--- src/rtl/alu_cmd_seq_pkg.sv ---
// Shared definitions for the ALU command sequencer: opcode encodings,
// default widths and a small sizing helper.
package alu_cmd_seq_pkg;

    localparam int DEFAULT_W     = 8;
    localparam int DEFAULT_TAG_W = 4;

    typedef enum logic [2:0] {
        OP_AND  = 3'b000,
        OP_OR   = 3'b001,
        OP_XOR  = 3'b010,
        OP_ANDN = 3'b011,
        OP_ORN  = 3'b100
    } alu_op_e;

    // One spare bit so that res_count + iss_v + alu_v cannot wrap.
    function automatic int credit_width(input int depth);
        return $clog2(depth + 1) + 1;
    endfunction

endpackage

--- src/rtl/alu_cmd_seq_if.sv ---
// Command and result handshake bundle of the ALU command sequencer.
// The master side produces commands and consumes results.
interface alu_cmd_seq_if
    import alu_cmd_seq_pkg::*;
#(
    parameter int W     = DEFAULT_W,
    parameter int TAG_W = DEFAULT_TAG_W
) ();

    logic             cmd_valid;
    logic             cmd_ready;
    logic [2:0]       cmd_opcode;
    logic [W-1:0]     cmd_a;
    logic [W-1:0]     cmd_b;
    logic [TAG_W-1:0] cmd_tag;

    logic             res_valid;
    logic             res_ready;
    logic [W-1:0]     res_data;
    logic [TAG_W-1:0] res_tag;

    modport master (
        output cmd_valid, cmd_opcode, cmd_a, cmd_b, cmd_tag, res_ready,
        input  cmd_ready, res_valid, res_data, res_tag
    );

    modport slave (
        input  cmd_valid, cmd_opcode, cmd_a, cmd_b, cmd_tag, res_ready,
        output cmd_ready, res_valid, res_data, res_tag
    );

endinterface

--- src/rtl/alu_cmd_seq_sync_fifo.sv ---
// Show-ahead synchronous FIFO: pop_data is the current head entry.
// Push while full and pop while empty are ignored.
module sync_fifo #(
    parameter int WIDTH = 8,
    parameter int DEPTH = 4
) (
    input  logic                       clk,
    input  logic                       rst_n,
    input  logic                       push,
    input  logic [WIDTH-1:0]           push_data,
    input  logic                       pop,
    output logic [WIDTH-1:0]           pop_data,
    output logic                       full,
    output logic                       empty,
    output logic [$clog2(DEPTH+1)-1:0] count
);

    localparam int PTR_W = $clog2(DEPTH);
    localparam int CNT_W = $clog2(DEPTH + 1);

    logic [WIDTH-1:0] mem_reg [DEPTH];
    logic [PTR_W-1:0] wr_ptr_reg;
    logic [PTR_W-1:0] rd_ptr_reg;
    logic [CNT_W-1:0] count_reg;
    logic             do_push;
    logic             do_pop;

    // Explicit wrap keeps non-power-of-two depths correct.
    function automatic logic [PTR_W-1:0] ptr_inc(input logic [PTR_W-1:0] p);
        return (p == PTR_W'(DEPTH - 1)) ? '0 : p + PTR_W'(1);
    endfunction

    assign full     = (count_reg == CNT_W'(DEPTH));
    assign empty    = (count_reg == '0);
    assign count    = count_reg;
    assign do_push  = push & ~full;
    assign do_pop   = pop & ~empty;
    assign pop_data = mem_reg[rd_ptr_reg];

    always_ff @(posedge clk or negedge rst_n) begin
        if (!rst_n) begin
            wr_ptr_reg <= '0;
            rd_ptr_reg <= '0;
            count_reg  <= '0;
            for (int i = 0; i < DEPTH; i++) begin
                mem_reg[i] <= '0;
            end
        end else begin
            if (do_push) begin
                mem_reg[wr_ptr_reg] <= push_data;
                wr_ptr_reg          <= ptr_inc(wr_ptr_reg);
            end
            if (do_pop) begin
                rd_ptr_reg <= ptr_inc(rd_ptr_reg);
            end
            case ({do_push, do_pop})
                2'b10:   count_reg <= count_reg + CNT_W'(1);
                2'b01:   count_reg <= count_reg - CNT_W'(1);
                default: count_reg <= count_reg;
            endcase
        end
    end

endmodule

--- src/rtl/alu_cmd_seq.sv ---
// Buffers tagged commands, issues them to a registered ALU under result-FIFO
// credits, and returns each ALU result with its tag in issue order.
module alu_cmd_seq
    import alu_cmd_seq_pkg::*;
#(
    parameter int W         = DEFAULT_W,
    parameter int TAG_W     = DEFAULT_TAG_W,
    parameter int CMD_DEPTH = 4,
    parameter int RES_DEPTH = 4
) (
    input  logic          clk,
    input  logic          rst_n,
    alu_cmd_seq_if.slave  bus,
    output logic [2:0]    alu_opcode,
    output logic [W-1:0]  alu_a,
    output logic [W-1:0]  alu_b,
    input  logic [W-1:0]  alu_out,
    output logic          busy
);

    localparam int CMD_W = 3 + 2 * W + TAG_W;
    localparam int RES_W = W + TAG_W;
    localparam int RC_W  = $clog2(RES_DEPTH + 1);
    localparam int UW    = credit_width(RES_DEPTH);

    logic [CMD_W-1:0]           cmd_head;
    logic                       cmd_full;
    logic                       cmd_empty;
    logic [$clog2(CMD_DEPTH+1)-1:0] cmd_count;
    logic                       cmd_push;

    logic [RES_W-1:0]           res_head;
    logic                       res_full;
    logic                       res_empty;
    logic [RC_W-1:0]            res_count;
    logic                       res_push;
    logic                       res_pop;

    logic [2:0]                 head_opcode;
    logic [W-1:0]               head_a;
    logic [W-1:0]               head_b;
    logic [TAG_W-1:0]           head_tag;

    logic [UW-1:0]              credits_used;
    logic                       issue;

    logic [2:0]                 alu_opcode_reg;
    logic [W-1:0]               alu_a_reg;
    logic [W-1:0]               alu_b_reg;
    logic                       iss_v_reg;
    logic [TAG_W-1:0]           iss_tag_reg;
    logic                       alu_v_reg;
    logic [TAG_W-1:0]           alu_tag_reg;

    assign bus.cmd_ready = ~cmd_full;
    assign cmd_push      = bus.cmd_valid & ~cmd_full;

    sync_fifo #(.WIDTH(CMD_W), .DEPTH(CMD_DEPTH)) u_cmd_fifo (
        .clk       (clk),
        .rst_n     (rst_n),
        .push      (cmd_push),
        .push_data ({bus.cmd_opcode, bus.cmd_a, bus.cmd_b, bus.cmd_tag}),
        .pop       (issue),
        .pop_data  (cmd_head),
        .full      (cmd_full),
        .empty     (cmd_empty),
        .count     (cmd_count)
    );

    assign {head_opcode, head_a, head_b, head_tag} = cmd_head;

    // Every issued command owns a result slot until it is popped, so the
    // ALU output always has room two cycles after issue.
    assign credits_used = UW'(res_count) + UW'(iss_v_reg) + UW'(alu_v_reg);
    assign issue        = ~cmd_empty & (credits_used < UW'(RES_DEPTH));

    always_ff @(posedge clk or negedge rst_n) begin
        if (!rst_n) begin
            alu_opcode_reg <= '0;
            alu_a_reg      <= '0;
            alu_b_reg      <= '0;
            iss_v_reg      <= 1'b0;
            iss_tag_reg    <= '0;
            alu_v_reg      <= 1'b0;
            alu_tag_reg    <= '0;
        end else begin
            iss_v_reg <= issue;
            if (issue) begin
                alu_opcode_reg <= head_opcode;
                alu_a_reg      <= head_a;
                alu_b_reg      <= head_b;
                iss_tag_reg    <= head_tag;
            end
            alu_v_reg   <= iss_v_reg;
            alu_tag_reg <= iss_tag_reg;
        end
    end

    assign alu_opcode = alu_opcode_reg;
    assign alu_a      = alu_a_reg;
    assign alu_b      = alu_b_reg;

    assign res_push = alu_v_reg & ~res_full;
    assign res_pop  = bus.res_valid & bus.res_ready;

    sync_fifo #(.WIDTH(RES_W), .DEPTH(RES_DEPTH)) u_res_fifo (
        .clk       (clk),
        .rst_n     (rst_n),
        .push      (res_push),
        .push_data ({alu_out, alu_tag_reg}),
        .pop       (res_pop),
        .pop_data  (res_head),
        .full      (res_full),
        .empty     (res_empty),
        .count     (res_count)
    );

    assign bus.res_valid              = ~res_empty;
    assign {bus.res_data, bus.res_tag} = res_head;

    assign busy = (cmd_count != '0) | iss_v_reg | alu_v_reg | ~res_empty;

endmodule

--- src/flat_wrapper.sv ---
// flat-port wrapper written by rule: the top's interface ports become plain ports
module alu_cmd_seq_flat import alu_cmd_seq_pkg::*;
#(
    parameter int W         = DEFAULT_W,
    parameter int TAG_W     = DEFAULT_TAG_W,
    parameter int CMD_DEPTH = 4,
    parameter int RES_DEPTH = 4
)
  (clk, rst_n, alu_opcode, alu_a, alu_b, alu_out, busy, bus_cmd_valid, bus_cmd_opcode, bus_cmd_a, bus_cmd_b, bus_cmd_tag, bus_res_ready, bus_cmd_ready, bus_res_valid, bus_res_data, bus_res_tag);
  alu_cmd_seq_if #(.W(W), .TAG_W(TAG_W)) bus_i ();
  input  logic clk;
  input  logic rst_n;
  output logic [2:0] alu_opcode;
  output logic [W-1:0] alu_a;
  output logic [W-1:0] alu_b;
  input  logic [W-1:0] alu_out;
  output logic busy;
  input wire logic [$bits(bus_i.cmd_valid)-1:0] bus_cmd_valid;
  input wire logic [$bits(bus_i.cmd_opcode)-1:0] bus_cmd_opcode;
  input wire logic [$bits(bus_i.cmd_a)-1:0] bus_cmd_a;
  input wire logic [$bits(bus_i.cmd_b)-1:0] bus_cmd_b;
  input wire logic [$bits(bus_i.cmd_tag)-1:0] bus_cmd_tag;
  input wire logic [$bits(bus_i.res_ready)-1:0] bus_res_ready;
  output wire logic [$bits(bus_i.cmd_ready)-1:0] bus_cmd_ready;
  output wire logic [$bits(bus_i.res_valid)-1:0] bus_res_valid;
  output wire logic [$bits(bus_i.res_data)-1:0] bus_res_data;
  output wire logic [$bits(bus_i.res_tag)-1:0] bus_res_tag;
  assign bus_i.cmd_valid = bus_cmd_valid;
  assign bus_i.cmd_opcode = bus_cmd_opcode;
  assign bus_i.cmd_a = bus_cmd_a;
  assign bus_i.cmd_b = bus_cmd_b;
  assign bus_i.cmd_tag = bus_cmd_tag;
  assign bus_i.res_ready = bus_res_ready;
  assign bus_cmd_ready = bus_i.cmd_ready;
  assign bus_res_valid = bus_i.res_valid;
  assign bus_res_data = bus_i.res_data;
  assign bus_res_tag = bus_i.res_tag;
  alu_cmd_seq #(.W(W), .TAG_W(TAG_W), .CMD_DEPTH(CMD_DEPTH), .RES_DEPTH(RES_DEPTH)) u_core (.clk(clk), .rst_n(rst_n), .bus(bus_i), .alu_opcode(alu_opcode), .alu_a(alu_a), .alu_b(alu_b), .alu_out(alu_out), .busy(busy));
endmodule
--- config.mk ---
export PLATFORM = sky130hd
export DESIGN_NAME = alu_cmd_seq_flat
export DESIGN_NICKNAME = d
export VERILOG_FILES = /design/src/rtl/alu_cmd_seq_pkg.sv /design/src/rtl/alu_cmd_seq_if.sv /design/src/rtl/alu_cmd_seq_sync_fifo.sv /design/src/rtl/alu_cmd_seq.sv /design/src/flat_wrapper.sv
export SDC_FILE = /design/constraint.sdc
export NUM_CORES = 1
export LEC_CHECK = 0
export ABC_AREA = 0
export CAP_MARGIN = 0
export CORE_MARGIN = 1
export CORE_UTILIZATION = 55
export DETAILED_ROUTE_END_ITERATION = 8
export HOLD_SLACK_MARGIN = 0.05
export PLACE_DENSITY = 0.76
export SYNTH_ARGS = -nofsm -noshare
export SYNTH_HDL_FRONTEND = slang
export SYNTH_HIERARCHICAL = 1
export SYNTH_SLANG_ARGS = --single-unit
--- constraint.sdc ---
create_clock -name clk -period 6.55 [get_ports clk]
set_clock_uncertainty 0.05 [all_clocks]
set_input_delay 1.31 -clock clk [delete_from_list [all_inputs] [get_ports clk]]
set_output_delay 1.31 -clock clk [all_outputs]
set_load 0.03 [all_outputs]
**Word level (Yosys, flattened, before mapping)**

Index checks and enable logic that the tools add are counted.

- Register bits after elaboration: 183
- Bits of input ports: 35
- Output and inout port bits: 34
- Word-level logic and storage cells: 92

- $add $sub $neg: 10
- Magnitude comparators: 7
- Equal/unequal tests: 10
- Muxes and demuxes: 18
- Bitwise operators: 19
- Reductions and logical operators: 7

Operators by type and width:

| operator | number |
|---|---|
| bitwise mux 92 bit | 1 |
| two-way mux 23 bit | 3 |
| bitwise mux 48 bit | 1 |
| binary-select mux 23 bit (select 2 bit) | 1 |
| demux 23 bit (select 2 bit) | 1 |
| two-way mux 12 bit | 3 |
| binary-select mux 12 bit (select 2 bit) | 1 |
| demux 12 bit (select 2 bit) | 1 |
| == test 2 bit, second input constant | 6 |
| greater-or-equal comparator 3 bit, second input constant | 4 |
| inverter 2 -> 3 bit | 4 |
| case mux 3 bit (2 select lines) | 2 |
| adder 2 x 1 -> 2 bit, second input constant | 4 |
| AND 1 bit | 8 |
| two-way mux 2 bit | 4 |
| adder 3 x 1 -> 3 bit, second input constant | 2 |
| == test 3 bit, second input constant | 2 |
| zero test 3 bit | 2 |
| less-than comparator 3 x 1 -> 1 bit, second input constant | 2 |
| subtractor 3 x 1 -> 3 bit, second input constant | 2 |
| adder 3 x 1 -> 4 bit | 1 |
| adder 4 x 1 -> 4 bit | 1 |
| == test 2 x 1 -> 1 bit, second input constant | 2 |
| less-than comparator 4 x 3 -> 1 bit, second input constant | 1 |
| 5 further kinds | 12 |

**Depth between registers and ports, before layout**

Gate-level depths: netlist of the first run.

- Word-level depth: 7
- Mapped depth: 12
- Depth with buffers taken out: 11

**Hierarchy**

The synthesis of the first run kept the hierarchy.

Modules (own cells, without submodules):

| module | times used | cells an instance | area each (um^2) | sequential area each (um^2) |
|---|---|---|---|---|
| sync_fifo at u_core.u_cmd_fifo | 1 | 264 | 4428.0 | 2477.4 |
| sync_fifo at u_core.u_res_fifo | 1 | 158 | 2518.7 | 1376.3 |
| alu_cmd_seq | 1 | 64 | 1087.3 | 725.7 |

**Worst setup path after synthesis of the first run**

No wires, ideal clock.

- Path type: reg2out
- Start: register u_core.u_res_fifo.count_reg[1], in the netlist u_core/u_res_fifo/count[1]
- End: output port busy
- Arrival: 1.452 ns
- Data required time: 5.190 ns
- Path slack: 3.738 ns
- Cell stages (with the launch flop): 4
- Buffers on the path: 0
- Cell sequence: dfrtp_1 nor3_1 inv_1 or3_1

- Word-level cells in the longest chain between the ends: 3

Ends and longest elaborated chain:

| what | line | text |
|---|---|---|
| start, declared | alu_cmd_seq_sync_fifo.sv:24 | `logic [CNT_W-1:0] count_reg;` |
| start signal, assigned | alu_cmd_seq_sync_fifo.sv:57 | `2'b10: count_reg <= count_reg + CNT_W'(1);` |
| start signal, assigned | alu_cmd_seq_sync_fifo.sv:58 | `2'b01: count_reg <= count_reg - CNT_W'(1);` |
| start signal, assigned | alu_cmd_seq_sync_fifo.sv:59 | `default: count_reg <= count_reg;` |
| zero test 3 bit | alu_cmd_seq_sync_fifo.sv:34 | `assign empty = (count_reg == '0);` |
| net u_core.res_empty | alu_cmd_seq.sv:34 | `logic res_empty;` |
| inverter 1 bit | -- |  |
| net bus_res_valid | flat_wrapper.sv:25 | `output wire logic [$bits(bus_i.res_valid)-1:0] bus_res_valid;` |
| bitwise OR 1 bit | alu_cmd_seq.sv:121 | `assign busy = (cmd_count != '0) \| iss_v_reg \| alu_v_reg \| ~res_empty;` |
| end, declared | flat_wrapper.sv:17 | `output logic busy;` |

The timed path passes the listed nets, and every way through them passes these cells.

**Worst setup path in the final report of the first run**

- Start: register u_core.u_res_fifo.rd_ptr_reg[0]
- End: output port bus_res_tag[1]

- Word-level cells in the longest chain between the ends: 4

Ends and longest elaborated chain:

| what | line | text |
|---|---|---|
| start, declared | alu_cmd_seq_sync_fifo.sv:23 | `logic [PTR_W-1:0] rd_ptr_reg;` |
| start signal, assigned | alu_cmd_seq_sync_fifo.sv:54 | `rd_ptr_reg <= ptr_inc(rd_ptr_reg);` |
| inverter 2 -> 3 bit (not written as such) | alu_cmd_seq_sync_fifo.sv:38 | `assign pop_data = mem_reg[rd_ptr_reg];` |
| binary-select mux 12 bit (select 2 bit) | alu_cmd_seq_sync_fifo.sv:38 |  |
| two-way mux 12 bit (not written as such) (2 in series) | alu_cmd_seq_sync_fifo.sv:38 |  |
| end, declared | flat_wrapper.sv:27 | `output wire logic [$bits(bus_i.res_tag)-1:0] bus_res_tag;` |

Every way passes these cells. The select of a mux whose other input is x is not followed.

==> impl_summary.log, run 1 <==
[metrics] post-route DRC violation count: 0
[metrics] buffers added on ports: 68
[metrics] number of buffers inserted to repair setup after CTS: 0
[metrics] clock-pin slew on the worst setup and hold paths: 0.06 ns
[metrics] final period utilization: 59.3%
[metrics] hold-fix buffer count after cts: 0
[metrics] RSZ-0062 raised after global routing: no
[metrics] Final GP Congestion: 0.714
[metrics] First DRT Iteration DRCs: 191
[metrics] transition at the pin with the smallest max-transition slack: 1.23 ns
[metrics] routing layer with the top usage in global route: met2
[metrics] boundary pin count: 69
[metrics] initial standard-cell utilization of the core: 57.2%
[metrics] number of rows in the core area: 43
[metrics] sum of routed wire length over all layers: 14.2 mm
[metrics] Max Cap Viol: 0
[metrics] share of final-layout standard cells stronger than drive strength 1: 44.8%
[metrics] worst path required time: 5.19 ns
[metrics] number of warnings issued by yosys: 6
[metrics] FMAX: between 200 and 300 MHz
[metrics] maximum buffer depth of the clock tree: 2
[metrics] arrival time of the worst setup path: about 2.5 ns
[metrics] worst setup path startpoint: u_core/u_res_fifo/rd_ptr_reg[0]$_DFFE_PN0P_
[metrics] peak supply drop: approximately 0.26 mV
[metrics] mapped cell area: between 0.008 and 0.009 mm2
[metrics] Pwr per Cell Area: 581 mW/mm2
[metrics] Slew Limit Headroom: 18.0%
[metrics] met3 usage: around 4.9%
[metrics] core outline area: 0.0140 mm2
[metrics] share of synthesized area occupied by flip-flops and latches: a little under three fifths
[metrics] flip-flop count of the largest register, all copies and words added: 92
[metrics] kind of cell adding the most delay to the critical path: flip-flops
[metrics] number of instances in the synthesized netlist: 486
[metrics] clock root cell: sky130_fd_sc_hd__clkbuf_16
[metrics] area overhead of the layout relative to synthesis: 17.5%
[metrics] CP Buf/Inv Count: 1
[metrics] Setup violations, final: 0
[metrics] grt met2 use: 35.9%
[metrics] Critical Path Slowest Stage Cell: sky130_fd_sc_hd__dfrtp_1
[metrics] vertical die dimension: approximately 120 um
[metrics] leakage power summed over all cells: 3.98 nW
[metrics] Critical R2R Launch: u_core/u_res_fifo/count[0]$_DFFE_PN0P_
[metrics] full die area: 0.0151 mm2
[metrics] initial antenna violation count: 0
[metrics] global-route wire length before repair: 23.9 mm
[metrics] via count of the first global-routing pass: 4634
[metrics] clock sinks: between 150 and 200
[metrics] Final min period: 3.88 ns
[metrics] cell breakdown of the critical path: mux4_2 > clkdlybuf4s50_1
[metrics] worst skew pair latency: 0.42 ns
[metrics] launching element type of the critical path: flop
[metrics] min-delay src: u_core/iss_tag_reg[3]$_DFFE_PN0P_
[metrics] global route overflow: 0
[metrics] Post-Route Setup TNS: 0 ns
[metrics] core occupancy in the finished layout: 67.2%
[metrics] total nets after synthesis: 536
[metrics] count of nets left with antenna violations after detail routing: 0
[metrics] Horiz. Die Dim: about 120 um
[metrics] number of filler cells placed in the layout: 973
[metrics] crit path max fanout: 15
[metrics] average size of a mapped cell: 16.5 um2
[metrics] status: completed
[metrics] most frequent standard cell in the layout excluding fill and tap cells: sky130_fd_sc_hd__dfrtp_1
[metrics] WS Path Type: flop to output pin
[metrics] number of buffers inserted during clock tree synthesis: 17
[metrics] post-detail-place hpwl: 8.91 mm
[metrics] global-route usage over all layers: 21.3%
[metrics] total inserted antenna cells: 0
[metrics] kind of end point of the critical path: output pin
[metrics] count of TritonRoute iterations in the first routing pass: 4
[metrics] total via count after detailed routing: roughly 4.2k
[metrics] number of hold-slack violations in the final timing report: 0
[metrics] global-route track usage on met1: 27.3%
[metrics] Resize count post-CTS: 0
[metrics] synth unique cells: 24
[metrics] detailed-route vias per instance: approximately 5.6
[metrics] # H-tree levels: 4
[metrics] stage delay of the slowest cell on the critical path: 0.89 ns
[metrics] final max-slew violation count: 0
[metrics] pin count of the biggest net entering global routing: 68
[metrics] number of nets at the end of the flow: approximately 610
[metrics] top library cells by usage in the layout, fill and taps aside: sky130_fd_sc_hd__dfrtp_1 (182), sky130_fd_sc_hd__mux2_2 (171), sky130_fd_sc_hd__clkdlybuf4s50_1 (67)
[metrics] Synth Register Bits: about 180
[metrics] path category of the worst min-delay check: flop to flop
[metrics] post-DR wirelength/cell: around 19 um
[metrics] CTS tree: built
[routing by layer]
layer / routed length, um / vias to the layer above
met4: 148 / 0
met1: 6270 / 2253
met5: 0 / -
met3: 473 / 12
li1: - / 1906
met2: 7290 / 55
[power breakdown]
part           switching (W)  internal [W]
sequential          0.000419       0.00172
combinational       0.000948       0.00135
clock               0.000417      0.000619
[through the flow]
step	hold slack [ns]	cells	cell area (um2)	power, W	setup slack [ns]
after detailed placement	0.312	722	8840	0.00450	3.06
after CTS	0.326	754	9440	0.00555	2.60
after global placement	0.308	722	8840	0.00437	3.12
final	0.323	754	9440	0.00548	2.67
after floorplan	0.300	486	8030	0.00385	3.74
after global routing	0.339	754	9440	0.00583	2.51
[cell families after synthesis]
family          count (synthesis)  share of synthesized area (%)
buf+inv                        37                           3.11
fa+ha+maj                      15                           2.52
mux                           208                           34.0
simple gates                   35                           2.34
flops                         183                           57.0
xor+xnor                        6                          0.654
compound gates                  2                          0.343
[path summary, 6_finish.rpt]
check,end,slack [ns],depth (start not counted)
hold / removal,u_core/alu_tag_reg[3]$_DFF_PN0_,0.32,0
hold reg to reg,u_core/alu_tag_reg[3]$_DFF_PN0_,0.32,0
setup reg to reg,u_core/u_cmd_fifo/count[2]$_DFFE_PN0P_,3.46,12
max in group asynchronous,u_core/u_cmd_fifo/rd_ptr_reg[0]$_DFFE_PN0P_,4.34,2
min in group asynchronous,u_core/u_cmd_fifo/count[1]$_DFFE_PN0P_,0.82,1
setup / recovery,bus_res_tag[1],2.67,2
[Yosys cell counts]
| library cell | n | area [um2] |
|---|---|---|
| sky130_fd_sc_hd__a211oi_4 | 1 | 20.0 |
| sky130_fd_sc_hd__a21o_1 | 1 | 7.51 |
| sky130_fd_sc_hd__buf_1 | 1 | 3.75 |
| sky130_fd_sc_hd__buf_2 | 5 | 25.0 |
| sky130_fd_sc_hd__buf_4 | 2 | 15.0 |
| sky130_fd_sc_hd__buf_6 | 13 | 146 |
| sky130_fd_sc_hd__clkbuf_1 | 2 | 7.51 |
| sky130_fd_sc_hd__dfrtp_1 | 183 | 4580 |
| sky130_fd_sc_hd__fa_1 | 2 | 40.0 |
| sky130_fd_sc_hd__ha_1 | 13 | 163 |
| sky130_fd_sc_hd__inv_1 | 14 | 52.6 |
| sky130_fd_sc_hd__mux2_2 | 171 | 1930 |
| sky130_fd_sc_hd__mux2i_1 | 2 | 20.0 |
| sky130_fd_sc_hd__mux4_2 | 35 | 788 |
| sky130_fd_sc_hd__nand2_1 | 8 | 30.0 |
| sky130_fd_sc_hd__nand2b_1 | 4 | 25.0 |
| sky130_fd_sc_hd__nor2_1 | 14 | 52.6 |
| sky130_fd_sc_hd__nor2b_1 | 3 | 18.8 |
| sky130_fd_sc_hd__nor3_1 | 2 | 10.0 |
| sky130_fd_sc_hd__nor3b_4 | 2 | 37.5 |
| sky130_fd_sc_hd__or3_1 | 1 | 6.26 |
| sky130_fd_sc_hd__or4_1 | 1 | 7.51 |
| sky130_fd_sc_hd__xnor2_1 | 2 | 17.5 |
| sky130_fd_sc_hd__xor2_1 | 4 | 35.0 |
[final cells by class]
type | instances | area (um2) | area share, %
clock buffers | 20 | 457 | 4.84
repair buffers | 79 | 764 | 8.10
well taps | 180 | 225 | 2.39
flip-flops and latches | 183 | 4580 | 48.5
multi-input cells | 266 | 3210 | 34.0
inverters | 14 | 52.6 | 0.557
clock inverters | 12 | 149 | 1.58
(Power assumes the default switching activity.)
==> run 2: changes to the inputs <==
- clock period: 6.55 -> 3.8 ns (I/O delays scaled with it)
==> run 2 against run 1 <==
- sequential power up 71%
- register-to-register slack got worse by 2.3 ns
- wire length up 1.7%
- first-iteration DRC count up 33%
- non-clock buffer count up 2
- cell area increased by 0.41%
- hold slack improved by 0.00093 ns
- core utilization is 0.28 points higher
- combinational power is 75% higher
- largest cell class unchanged
- highest routed layer unchanged
==> impl_summary.log, run 2 (synthesis results as in run 1) <==
[metrics] detailed-route vias per instance: 5.58
[metrics] final period utilization: 82.4%
[metrics] most frequent standard cell in the layout excluding fill and tap cells: sky130_fd_sc_hd__dfrtp_1
[metrics] Final min period: around 3.1 ns
[metrics] count of TritonRoute iterations in the first routing pass: 6
[metrics] Critical Path Slowest Stage Cell: sky130_fd_sc_hd__clkdlybuf4s50_1
[metrics] Pwr per Cell Area: 1000 mW/mm2
[metrics] crit path max fanout: 5
[metrics] WS Path Type: flop to output pin
[metrics] global-route usage over all layers: 21.4%
[metrics] number of cells traversed by the worst hold path: 0
[metrics] sequential standard cell area: 0.00458 mm2
[metrics] final max-slew violation count: 0
[metrics] hold-fix buffer count after cts: 0
[metrics] number of buffers inserted during clock tree synthesis: 17
[metrics] vertical die dimension: approximately 120 um
[metrics] post-route DRC violation count: 0
[metrics] peak supply drop: 0.586 mV
[metrics] core outline area: 0.0140 mm2
[metrics] Horiz. Die Dim: 123 um
[metrics] global-route wire length before repair: approximately 24 mm
[metrics] clock root cell: sky130_fd_sc_hd__clkbuf_16
[metrics] global route overflow: 0
[metrics] flip-flop count of the largest register, all copies and words added: 92
[metrics] launching element type of the critical path: flop
[metrics] Max Cap Viol: 0
[metrics] number of nets at the end of the flow: 613
[metrics] Post-Route Setup TNS: 0 ns
[metrics] placement-stage worst setup slack: 1.10 ns
[metrics] top library cells by usage in the layout, fill and taps aside: sky130_fd_sc_hd__dfrtp_1 (182), sky130_fd_sc_hd__mux2_2 (171), sky130_fd_sc_hd__clkdlybuf4s50_1 (67)
[metrics] worst skew pair latency: approximately 0.43 ns
[metrics] post-DR wirelength/cell: between 15 and 20 um
[metrics] path category of the worst min-delay check: flop to flop
[metrics] worst path required time: 2.99 ns
[metrics] boundary pin count: 69
[metrics] clock-pin slew on the worst setup and hold paths: 0.06 ns
[metrics] via count of the first global-routing pass: between 4k and 5k
[metrics] arrival time of the worst setup path: ~2.3 ns
[metrics] cell breakdown of the critical path: or4_1 > or3_1 > clkdlybuf4s50_1
[metrics] total inserted antenna cells: 0
[metrics] stage delay of the slowest cell on the critical path: ~0.6 ns
[metrics] Final GP Congestion: 0.716
[metrics] total via count after detailed routing: 4221
[metrics] buffers added on ports: 68
[metrics] Post-Layout Inst Area: 0.00948 mm2
[metrics] placement-stage cell area: between 0.008 and 0.009 mm2
[metrics] kind of end point of the critical path: output pin
[metrics] core occupancy in the finished layout: roughly two thirds
[metrics] clock sinks: 183
[metrics] transition at the pin with the smallest max-transition slack: 1.01 ns
[metrics] First DRT Iteration DRCs: 254
[metrics] CP Buf/Inv Count: 1
[metrics] full die area: 0.0151 mm2
[metrics] kind of cell adding the most delay to the critical path: simple AND/OR/NAND/NOR gates
[metrics] share of final-layout standard cells stronger than drive strength 1: 45.1%
[metrics] initial antenna violation count: 0
[metrics] FMAX: 319 MHz
[metrics] pin count of the biggest net entering global routing: 111
[metrics] RSZ-0062 raised after global routing: no
[metrics] number of cells traversed by the worst register-to-register path: 11
[metrics] # H-tree levels: 4
[metrics] maximum buffer depth of the clock tree: 2
[metrics] number of filler cells placed in the layout: ~960
[metrics] cell count along the critical path: 3
[metrics] post-route worst setup slack: 0.668 ns
[metrics] CTS tree: built
[metrics] status: completed
[metrics] area taken by multi-input logic gates: 0.00321 mm2
[metrics] Slew Limit Headroom: 32.6%
[metrics] number of buffers inserted to repair setup after CTS: 0
[metrics] sum of routed wire length over all layers: 14.4 mm
[metrics] post-detail-place hpwl: 8.87 mm
[metrics] number of rows in the core area: 43
[metrics] Setup violations, final: 0
[metrics] Resize count post-CTS: 0
[metrics] count of nets left with antenna violations after detail routing: 0
[metrics] number of hold-slack violations in the final timing report: 0
[metrics] initial standard-cell utilization of the core: 57.2%
[metrics] area overhead of the layout relative to synthesis: 18.0%
[metrics] leakage power summed over all cells: 4.01 nW
-- run 2: cell types whose count changed in the layout (fill, tap and decap cells not counted) --
cell,change
sky130_fd_sc_hd__inv_6,-1
sky130_fd_sc_hd__buf_4,+1
sky130_fd_sc_hd__clkinvlp_4,-1
sky130_fd_sc_hd__clkbuf_1,-1
sky130_fd_sc_hd__clkbuf_8,+1
sky130_fd_sc_hd__clkinv_4,+2
sky130_fd_sc_hd__buf_12,+1
-- run 2: stage by stage --
stage                     hold slack (ns)  power (W)  std cells
after global placement              0.308    0.00756        724
after CTS                           0.330    0.00963        756
final                               0.324    0.00951        756
after floorplan                     0.300    0.00663        486
after global routing                0.339     0.0101        756
after detailed placement            0.315    0.00777        724
-- run 2: final cells by class --
cell class | count | share of cell area [%]
inverters | 14 | 0.554
multi-input cells | 266 | 33.9
clock inverters | 12 | 1.58
well taps | 180 | 2.38
clock buffers | 20 | 4.92
repair buffers | 81 | 8.35
flip-flops and latches | 183 | 48.3
-- run 2: where the power goes --
part / internal (W) / total [W] / switching (W)
logic: 0.00235 / 0.00403 / 0.00169
registers: 0.00297 / 0.00367 / 0.000700
clock network: 0.00108 / 0.00181 / 0.000724
total: 0.00640 / 0.00951 / 0.00311
-- run 2: path summary, 6_finish.rpt --
| path | slack, ns | from | to |
|---|---|---|---|
| worst max-delay path | 0.67 | u_core/u_cmd_fifo/count[0]$_DFFE_PN0P_ | busy |
| worst min register to register | 0.32 | u_core/iss_tag_reg[1]$_DFFE_PN0P_ | u_core/alu_tag_reg[1]$_DFF_PN0_ |
| max in group asynchronous | 2.43 | rst_n | u_core/u_res_fifo/mem_reg[29]$_DFFE_PN0P_ |
| worst min-delay path | 0.32 | u_core/iss_tag_reg[1]$_DFFE_PN0P_ | u_core/alu_tag_reg[1]$_DFF_PN0_ |
| min in group asynchronous | 0.40 | rst_n | u_core/u_cmd_fifo/count[2]$_DFFE_PN0P_ |
| worst max register to register | 1.19 | u_core/u_res_fifo/count[0]$_DFFE_PN0P_ | u_core/u_cmd_fifo/count[2]$_DFFE_PN0P_ |
-- run 2: layer usage --
metal,track usage [%],routed length [um],part of all wire (%),up-vias
met5,0,0,0,-
met4,7.32,201,1.4,0
met3,5.25,438,3.0,12
met2,35.2,7410,51,56
met1,27.8,6370,44,2244
li1,-,-,-,1909
-- run 2: worst reg2reg max path, cell delays in order (launching register included) --
cell                       delay, ns
sky130_fd_sc_hd__dfrtp_1        0.45
sky130_fd_sc_hd__ha_1           0.32
sky130_fd_sc_hd__a21o_1         0.20
sky130_fd_sc_hd__a211oi_4       0.25
sky130_fd_sc_hd__nand2b_1       0.17
sky130_fd_sc_hd__inv_1          0.09
sky130_fd_sc_hd__ha_1           0.17
sky130_fd_sc_hd__inv_1          0.06
sky130_fd_sc_hd__fa_1           0.37
sky130_fd_sc_hd__xor2_1         0.15
sky130_fd_sc_hd__nor2_1         0.11
sky130_fd_sc_hd__xor2_1         0.15
